File: config.mk
export PLATFORM = sky130hd
export DESIGN_NAME = matrix_stream_loader_flat
export DESIGN_NICKNAME = d
export VERILOG_FILES = /design/src/rtl/matrix_stream_loader_if.sv /design/src/rtl/matrix_stream_loader.sv /design/src/flat_wrapper.sv
export SDC_FILE = /design/constraint.sdc
export NUM_CORES = 1
export LEC_CHECK = 0
export CORE_MARGIN = 3
export CORE_UTILIZATION = 35
export DETAILED_ROUTE_END_ITERATION = 8
export GPL_TIMING_DRIVEN = 1
export PLACE_DENSITY_LB_ADDON = 0.05
export SLEW_MARGIN = 15
export SYNTH_ARGS = -nofsm -noshare
export SYNTH_HDL_FRONTEND = slang
export SYNTH_SLANG_ARGS = --single-unit
File: constraint.sdc
create_clock -name clk -period 3.03 [get_ports clk]
set_input_delay 0.606 -clock clk [delete_from_list [all_inputs] [get_ports clk]]
set_output_delay 0.606 -clock clk [all_outputs]
set_load 0.01 [all_outputs]
File: src/rtl/matrix_stream_loader_if.sv
// matrix_stream_loader_if: host write port, control/status and coprocessor load bus.
interface matrix_stream_loader_if #(
    parameter int DATA_W = 8
);
    logic [4:0]        tamanho;
    logic              wr_valid;
    logic [DATA_W-1:0] wr_data;
    logic              wr_ready;
    logic              start;
    logic              busy;
    logic              done;
    logic              err;
    logic              carga;
    logic [DATA_W-1:0] entrada_dado;

    modport master (
        output tamanho, wr_valid, wr_data, start,
        input  wr_ready, busy, done, err, carga, entrada_dado
    );

    modport slave (
        input  tamanho, wr_valid, wr_data, start,
        output wr_ready, busy, done, err, carga, entrada_dado
    );
endinterface

File: src/rtl/matrix_stream_loader.sv
// matrix_stream_loader: buffers operand matrices A then B from the host and
// streams them to the coprocessor as one contiguous carga burst.
module matrix_stream_loader #(
    parameter int DATA_W  = 8,
    parameter int MAX_DIM = 5
) (
    input  logic                  clk,
    input  logic                  rst_n,
    matrix_stream_loader_if.slave bus
);
    localparam int         DEPTH = 2 * MAX_DIM * MAX_DIM;
    localparam logic [4:0] MAX_N = 5'(MAX_DIM);

    typedef enum logic [1:0] {FILL, FULL, STREAM} state_t;

    state_t            r_state;
    logic [5:0]        r_count;
    logic [5:0]        r_tot;
    logic [5:0]        r_idx;
    logic              r_wr_ready;
    logic              r_busy;
    logic              r_done;
    logic              r_err;
    logic              r_carga;
    logic [DATA_W-1:0] r_dado;
    logic [DATA_W-1:0] r_mem [DEPTH];

    logic       w_acc;
    logic       w_bad;
    logic       w_store;
    logic [5:0] w_tot;
    logic [5:0] w_tot_now;

    // Dimension is only checked on the first write; later writes reuse the latched total.
    assign w_acc     = (r_state == FILL) && bus.wr_valid && r_wr_ready;
    assign w_bad     = (r_count == 6'd0) && ((bus.tamanho == 5'd0) || (bus.tamanho > MAX_N));
    assign w_store   = w_acc && !w_bad;
    assign w_tot     = {5'(bus.tamanho * bus.tamanho), 1'b0};
    assign w_tot_now = (r_count == 6'd0) ? w_tot : r_tot;

    always_ff @(posedge clk) begin
        if (w_store) r_mem[r_count] <= bus.wr_data;
    end

    always_ff @(posedge clk or negedge rst_n) begin
        if (!rst_n) begin
            r_state    <= FILL;
            r_count    <= 6'd0;
            r_tot      <= 6'd0;
            r_idx      <= 6'd0;
            r_wr_ready <= 1'b0;
            r_busy     <= 1'b0;
            r_done     <= 1'b0;
            r_err      <= 1'b0;
            r_carga    <= 1'b0;
            r_dado     <= '0;
        end else begin
            r_done <= 1'b0;
            case (r_state)
                FILL: begin
                    if (w_acc && w_bad) begin
                        r_err      <= 1'b1;
                        r_wr_ready <= 1'b0;
                    end else if (w_acc) begin
                        r_count <= r_count + 6'd1;
                        r_tot   <= w_tot_now;
                        if (r_count + 6'd1 == w_tot_now) begin
                            r_state    <= FULL;
                            r_wr_ready <= 1'b0;
                        end
                    end else begin
                        r_wr_ready <= !r_err;
                    end
                end
                FULL: begin
                    // First element goes out on the same edge that samples start.
                    if (bus.start) begin
                        r_state <= STREAM;
                        r_busy  <= 1'b1;
                        r_carga <= 1'b1;
                        r_dado  <= r_mem[0];
                        r_idx   <= 6'd1;
                    end
                end
                STREAM: begin
                    if (r_idx == r_tot) begin
                        r_state    <= FILL;
                        r_busy     <= 1'b0;
                        r_carga    <= 1'b0;
                        r_dado     <= '0;
                        r_done     <= 1'b1;
                        r_count    <= 6'd0;
                        r_tot      <= 6'd0;
                        r_wr_ready <= 1'b1;
                    end else begin
                        r_dado <= r_mem[r_idx];
                        r_idx  <= r_idx + 6'd1;
                    end
                end
                default: r_state <= FILL;
            endcase
        end
    end

    assign bus.wr_ready     = r_wr_ready;
    assign bus.busy         = r_busy;
    assign bus.done         = r_done;
    assign bus.err          = r_err;
    assign bus.carga        = r_carga;
    assign bus.entrada_dado = r_dado;
endmodule

File: src/flat_wrapper.sv
// flat-port wrapper written by rule: the top's interface ports become plain ports
module matrix_stream_loader_flat 
#(
    parameter int DATA_W  = 8,
    parameter int MAX_DIM = 5
)
  (clk, rst_n, bus_tamanho, bus_wr_valid, bus_wr_data, bus_start, bus_wr_ready, bus_busy, bus_done, bus_err, bus_carga, bus_entrada_dado);
  matrix_stream_loader_if #(.DATA_W(DATA_W)) bus_i ();
  input  logic clk;
  input  logic rst_n;
  input wire logic [$bits(bus_i.tamanho)-1:0] bus_tamanho;
  input wire logic [$bits(bus_i.wr_valid)-1:0] bus_wr_valid;
  input wire logic [$bits(bus_i.wr_data)-1:0] bus_wr_data;
  input wire logic [$bits(bus_i.start)-1:0] bus_start;
  output wire logic [$bits(bus_i.wr_ready)-1:0] bus_wr_ready;
  output wire logic [$bits(bus_i.busy)-1:0] bus_busy;
  output wire logic [$bits(bus_i.done)-1:0] bus_done;
  output wire logic [$bits(bus_i.err)-1:0] bus_err;
  output wire logic [$bits(bus_i.carga)-1:0] bus_carga;
  output wire logic [$bits(bus_i.entrada_dado)-1:0] bus_entrada_dado;
  assign bus_i.tamanho = bus_tamanho;
  assign bus_i.wr_valid = bus_wr_valid;
  assign bus_i.wr_data = bus_wr_data;
  assign bus_i.start = bus_start;
  assign bus_wr_ready = bus_i.wr_ready;
  assign bus_busy = bus_i.busy;
  assign bus_done = bus_i.done;
  assign bus_err = bus_i.err;
  assign bus_carga = bus_i.carga;
  assign bus_entrada_dado = bus_i.entrada_dado;
  matrix_stream_loader #(.DATA_W(DATA_W), .MAX_DIM(MAX_DIM)) u_core (.clk(clk), .rst_n(rst_n), .bus(bus_i));
endmodule
==> flow_summary_export.csv, run 1 <==
group,metric,value,unit
worst_setup_path,cpMaxStageDelayCell,"dfrtp_4",
floorplan,coreArea,49200,um2
worst_setup_path,path_cells,"mux4_2 > mux2_2 > a221oi_2 > o211ai_1 > o211ai_1 > nand2_1",
routing,dr.pass1.iters,7,
cells_and_area,area_delta_synth_final,17.5,%
floorplan,rows,81,
clock_tree,cts_resized,0,
yosys,synth_area,17500,um2
grt,grt_pass1_wl,69.2,mm
sta,period_needed,2820,ps
routing,routed_wl,47.7,mm
sta,rsz0062_at_grt,"no",
yosys,synth-edff-count,400,
yosys,syn_nets,932,
sta,fmax,354,MHz
routing,ant_nets,0,
yosys,synth.most_common_cell,"edfxtp_1",
worst_setup_path,r2r-end,"u_core.bus.entrada_dado[3]",
clock_tree,cts_made_buffers,46,
routing,routedWlPerCell,27.5,um
worst_setup_path,crit_buf_inv,0,
yosys,ys_ff_latch,432,
worst_setup_path,startpoint,"u_core.r_idx[1]",
placed_design,dp_slack,-160,ps
yosys,ys.flop_type,"edfxtp_1",
worst_setup_path,rrSetupSlack,210,ps
sta,finalHoldViolCount,0,
power_and_ir_drop,vdd_drop_max,0.000312,V
yosys,synth_top_area_frac,0.687,
yosys,synthArstFlopShare,0.0741,
worst_setup_path,endpoint_kind,"register",
sta,post-route-period-util,0.932,
routing,dr_total_vias,9094,
clock_tree,clkTransAtPathRegs,60,ps
sta,layout_setup_ws,205,ps
cells_and_area,n_antenna_cell,0,
worst_setup_path,crit_arrival,3270,ps
grt,grt_max_degree,51,
power_and_ir_drop,pwr_density_cell,752,nW/um2
worst_hold_path,hold_path.class,"in -> async",
placed_design,dpl.hpwl,31.3,mm
worst_setup_path,timing.rr.start,"u_core.r_idx[1]",
grt,gr-total-overflow,0,
routing,avgViaCountPerCell,5.23,
floorplan,die-width,229,um
clock_tree,cts_root_buf,"clkbuf_16",
routing,drtIter0Drc,856,
cells_and_area,fin_nets,1060,
worst_setup_path,path_class,"reg -> reg",
worst_setup_path,critPathMaxStageDelay,730,ps
placed_design,port_buffers,29,
worst_setup_path,crit_path_start_kind,"register",
sta,tightest_slew,835,ps
power_and_ir_drop,power,15.4,mW
worst_setup_path,reg2regPathDepth,6,
clock_tree,clock-sinks,432,
worst_setup_path,cp_top_family,"multiplexers",
sta,setup_viol,0,
grt,antenna_found_initial,0,
sta,final_max_slew_viol_count,0,
yosys,synth.top_cells.by_count,"edfxtp_1, mux4_2, nor2_1, mux2i_1, nand2_1",
power_and_ir_drop,leakagePower,6.59,nW
cells_and_area,utilization,0.418,
worst_setup_path,crit_path_frequent_cell,"o211ai_1",
sta,finalHoldWorstSlack,444,ps
yosys,ys_seq_area_frac,0.733,
yosys,ys_warn_count,0,
yosys,synth_cell_types,55,
grt,first_global_vias,9625,
clock_tree,worstSkewPairLatency,570,ps
clock_tree,h-tree-depth,2,
placed_design,place_area,19200,um2
floorplan,start_util,0.356,
yosys,synth_area_leaders,"edfxtp_1, mux4_2, dfrtp_1",
yosys,syn-instance-count,911,
cells_and_area,drive_above_1_share,0.276,
run_status,status,"finished clean",
worst_setup_path,critPathRequiredTime,3470,ps
clock_tree,postCtsSetupBuffers,0,
clock_tree,holdBufCountCts,0,
floorplan,die_y,229,um
sta,fin_worst_skew,11.8,ps
worst_setup_path,worst-path-stages,6,
sta,slew-limit-headroom,0.441,
clock_tree,cts_tree,"done",
placed_design,place.gp.congestion,0.844,
clock_tree,clockBufferDepth,3,
floorplan,io_pins,30,
routing,drc,0,
worst_setup_path,crit_fanout,25,
cells_and_area,stdcell_area,20500,um2
floorplan,die_area,52700,um2
yosys,syn_area_per_cell,19.2,um2
grt,grtUsageTotal,0.184,
job,cap_violations,0,
yosys,synth_top_area_cell,"edfxtp_1",
[worst max-delay path by stage]
stage / endpoint
after floorplan: u_core.r_mem[1][0]
after global placement: u_core.r_mem[15][6]
after detailed placement: u_core.r_mem[28][3]
after CTS: u_core.bus.entrada_dado[6]
after global routing: u_core.bus.entrada_dado[6]
final: u_core.bus.entrada_dado[3]
[worst register-to-register path, cell delays in order, from the launching register on]
cell and delay, ps:
dfrtp_4 730, mux4_2 640, mux2_2 320, a221oi_2 370
o211ai_1 290, o211ai_1 250, nand2_1 100
[per-stage QoR]
stage / std cells / TNS, ps
floorplan: 911 / 0
global placement: 1655 / -2650
detailed placement: 1655 / -16000
CTS: 1738 / 0
global route: 1738 / 0
finish: 1738 / 0
[flip-flops by register name, indices dropped and copies added, names as in the netlist, 2 cells and up]
register,count
u_core.r_mem,400
u_core.r_tot,6
u_core.r_count,6
u_core.r_idx,6
u_core.bus.entrada_dado,8
u_core.r_state,2
[logic make-up (layout without fill, tap and decap cells)]
family          Yosys count  count (layout)  synth area share
fa+ha+maj                 4               4           0.00329
compound gates           86              86            0.0341
flops                   432             432             0.733
xor+xnor                 21              21            0.0105
mux                     153             153             0.156
simple gates            158             158            0.0419
buf+inv                  57             220            0.0208
[layout make-up]
type,instances,area (um2)
Tap cell,664,831
Multi-Input combinational cell,422,4320
Clock inverter,29,173
Clock buffer,54,1200
Timing Repair Buffer,134,1190
Inverter,3,11.3
Fill cell,4337,28600
Sequential cell,432,12800
[cell usage in the layout (no fill, tap or decap), types with 11 or more instances in the layout]
master and instances:
a21oi_1 17, a221oi_1 12, buf_12 12, buf_4 93, clkbuf_16 47, clkdlybuf4s50_1 21
clkinv_2 13, dfrtp_1 29, edfxtp_1 400, mux2_2 11, mux2i_1 47, mux4_2 95
nand2_1 33, nand3_1 13, nor2_1 73, o21ai_0 18, xnor2_1 11
[layer usage]
layer / track usage / up-vias / wire length [um]
li1: - / 3953 / -
met1: 0.245 / 4776 / 20300
met2: 0.303 / 278 / 23300
met3: 0.0372 / 87 / 2640
met4: 0.0612 / 0 / 1540
met5: 0 / - / 0
[power breakdown]
part	leakage (nW)	switching, mW	internal, mW
clock	0.677	2.27	2.92
combinational	1.89	1.76	1.61
sequential	4.02	0.233	6.66
Power figures use the tool's default switching activity.
==> run 2: changes to the inputs <==
PLACE_DENSITY = 0.5   (was unset)
PLACE_DENSITY_LB_ADDON = unset   (was 0.05)
SLEW_MARGIN = 20   (was 15)
==> run 2 against run 1 <==
  * Sequential cell count is the same
  * Non-clock buffer count rose by 6
  * Largest cell class unchanged
  * Combinational power down 3%
  * Via count shrank 1.0%
  * Utilization increased by 0.081 points
  * Sequential power decreased by 1%
  * Register-to-register slack improved by 230 ps
  * Clock skew up 22 ps
  * Final cell count rose by 0.23%
==> flow_summary_export.csv, run 2 (synthesis results as in run 1) <==
group,metric,value,unit
worst_setup_path,path_class,"reg -> reg",
floorplan,die-width,229,um
routing,dr_total_vias,9000,
job,cap_violations,0,
floorplan,die_y,229,um
clock_tree,postCtsSetupBuffers,0,
sta,fmax,386,MHz
worst_setup_path,reg2regPathDepth,6,
floorplan,rows,81,
placed_design,place.gp.congestion,0.834,
cells_and_area,fin_nets,1066,
cells_and_area,final_cell_mix,"edfxtp_1, buf_4, mux4_2, nor2_1, mux2i_1",
clock_tree,worstSkewPairLatency,570,ps
cells_and_area,area_delta_synth_final,17.8,%
sta,layout_setup_ws,440,ps
sta,fin_worst_skew,33.8,ps
clock_tree,holdBufCountCts,0,
floorplan,coreArea,49200,um2
clock_tree,cts_resized,0,
cells_and_area,utilization,0.419,
grt,grtUsageTotal,0.166,
power_and_ir_drop,leakagePower,6.62,nW
routing,avgViaCountPerCell,5.17,
worst_setup_path,crit_fanout,24,
sta,final_max_slew_viol_count,0,
floorplan,die_area,52700,um2
cells_and_area,largest_reg_flops,400,
worst_hold_path,holdPathStages,1,
sta,post-route-period-util,0.855,
placed_design,dpl.hpwl,28.3,mm
routing,ant_nets,0,
routing,routed_wl,43.1,mm
cells_and_area,fillers,4306,
worst_setup_path,worst-path-stages,6,
worst_setup_path,cpMaxStageDelayCell,"dfrtp_4",
clock_tree,clock-sinks,432,
clock_tree,clkTransAtPathRegs,60,ps
sta,slew-limit-headroom,0.430,
grt,antenna_found_initial,0,
worst_setup_path,startpoint,"u_core.r_idx[2]",
placed_design,port_buffers,29,
grt,grt_pass1_wl,64.4,mm
grt,grt_max_degree,51,
worst_setup_path,critPathRequiredTime,3520,ps
worst_setup_path,endpoint_kind,"register",
power_and_ir_drop,pwr_density_cell,746,nW/um2
worst_setup_path,crit_arrival,3080,ps
worst_setup_path,timing.rr.start,"u_core.r_idx[2]",
worst_hold_path,hold_path.startpoint,"bus_wr_data[6]",
grt,gr-total-overflow,0,
worst_setup_path,crit_buf_inv,0,
routing,routedWlPerCell,24.7,um
clock_tree,cts_root_buf,"clkbuf_16",
worst_hold_path,hold_path.class,"in -> reg",
sta,period_needed,2590,ps
worst_setup_path,crit_path_start_kind,"register",
sta,tns,0,ps
floorplan,io_pins,30,
cells_and_area,n_antenna_cell,0,
power_and_ir_drop,vdd_drop_max,0.000357,V
worst_setup_path,cp_top_family,"compound AO/OA/AOI/OAI gates",
clock_tree,cts_tree,"done",
sta,tightest_slew,852,ps
floorplan,start_util,0.356,
cells_and_area,drive_above_1_share,0.278,
cells_and_area,mostFrequentLayoutCell,"edfxtp_1",
routing,drc,0,
sta,rsz0062_at_grt,"no",
sta,setup_viol,0,
sta,finalHoldWorstSlack,480,ps
sta,finalHoldViolCount,0,
placed_design,dp_slack,65.9,ps
cells_and_area,top_register,"u_core.r_mem",
placed_design,place_area,19200,um2
worst_setup_path,critPathMaxStageDelay,740,ps
grt,first_global_vias,9235,
routing,drtIter0Drc,707,
run_status,status,"finished clean",
cells_and_area,stdcell_area,20600,um2
worst_setup_path,path_cells,"xor2_1 > nor4_2 > a21o_1 > a221oi_1 > o221ai_1 > a21oi_1",
clock_tree,h-tree-depth,2,
routing,dr.pass1.iters,5,
clock_tree,cts_made_buffers,46,
clock_tree,clockBufferDepth,3,
-- run 2: through the flow --
stage	total power [mW]	std cells
5_1_grt	16.1	1742
3_5_place_dp	10.3	1661
6_report	15.4	1742
4_1_cts	15.6	1742
3_3_place_gp	10.2	1661
2_1_floorplan	9.17	911
-- run 2: layout make-up --
cell class | instances | area [um2] | share of cell area
multi-input cells | 422 | 4320 | 0.210
flip-flops and latches | 432 | 12800 | 0.623
clock buffers | 58 | 1200 | 0.0581
clock inverters | 23 | 211 | 0.0103
well taps | 664 | 831 | 0.0404
repair buffers | 140 | 1200 | 0.0581
inverters | 3 | 11.3 | 0.000547
-- run 2: final timing paths --
path / endpoint / slack (ps)
setup / recovery: u_core.bus.entrada_dado[1] / 440
hold / removal: u_core.r_mem[22][6] / 480
setup reg to reg: u_core.bus.entrada_dado[1] / 440
hold reg to reg: u_core.bus.err / 490
max in group asynchronous: u_core.r_count[1] / 1860
min in group asynchronous: u_core.r_tot[1] / 520
-- run 2: report_power, final --
part / switching [mW] / leakage (nW) / internal (mW)
clock: 2.24 / 0.686 / 3.06
sequential: 0.141 / 4.02 / 6.66
combinational: 1.73 / 1.91 / 1.53
total: 4.12 / 6.62 / 11.2
-- run 2: worst register-to-register path, delay by kind of cell (launching register included) --
kind | cells | cell delay (ps)
xor gates and xnor gates | 1 | 260
AOI/OAI and AO/OA | 4 | 1400
and+or+nand+nor | 1 | 110
DFF | 1 | 740
-- run 2: layer usage --
layer  up-vias  GRT usage  wire (um)
met5         -          0          0
met4         0     0.0443        967
met3        57     0.0317       2240
met2       246      0.262      20400
met1      4761      0.238      19500
li1       3936          -          -
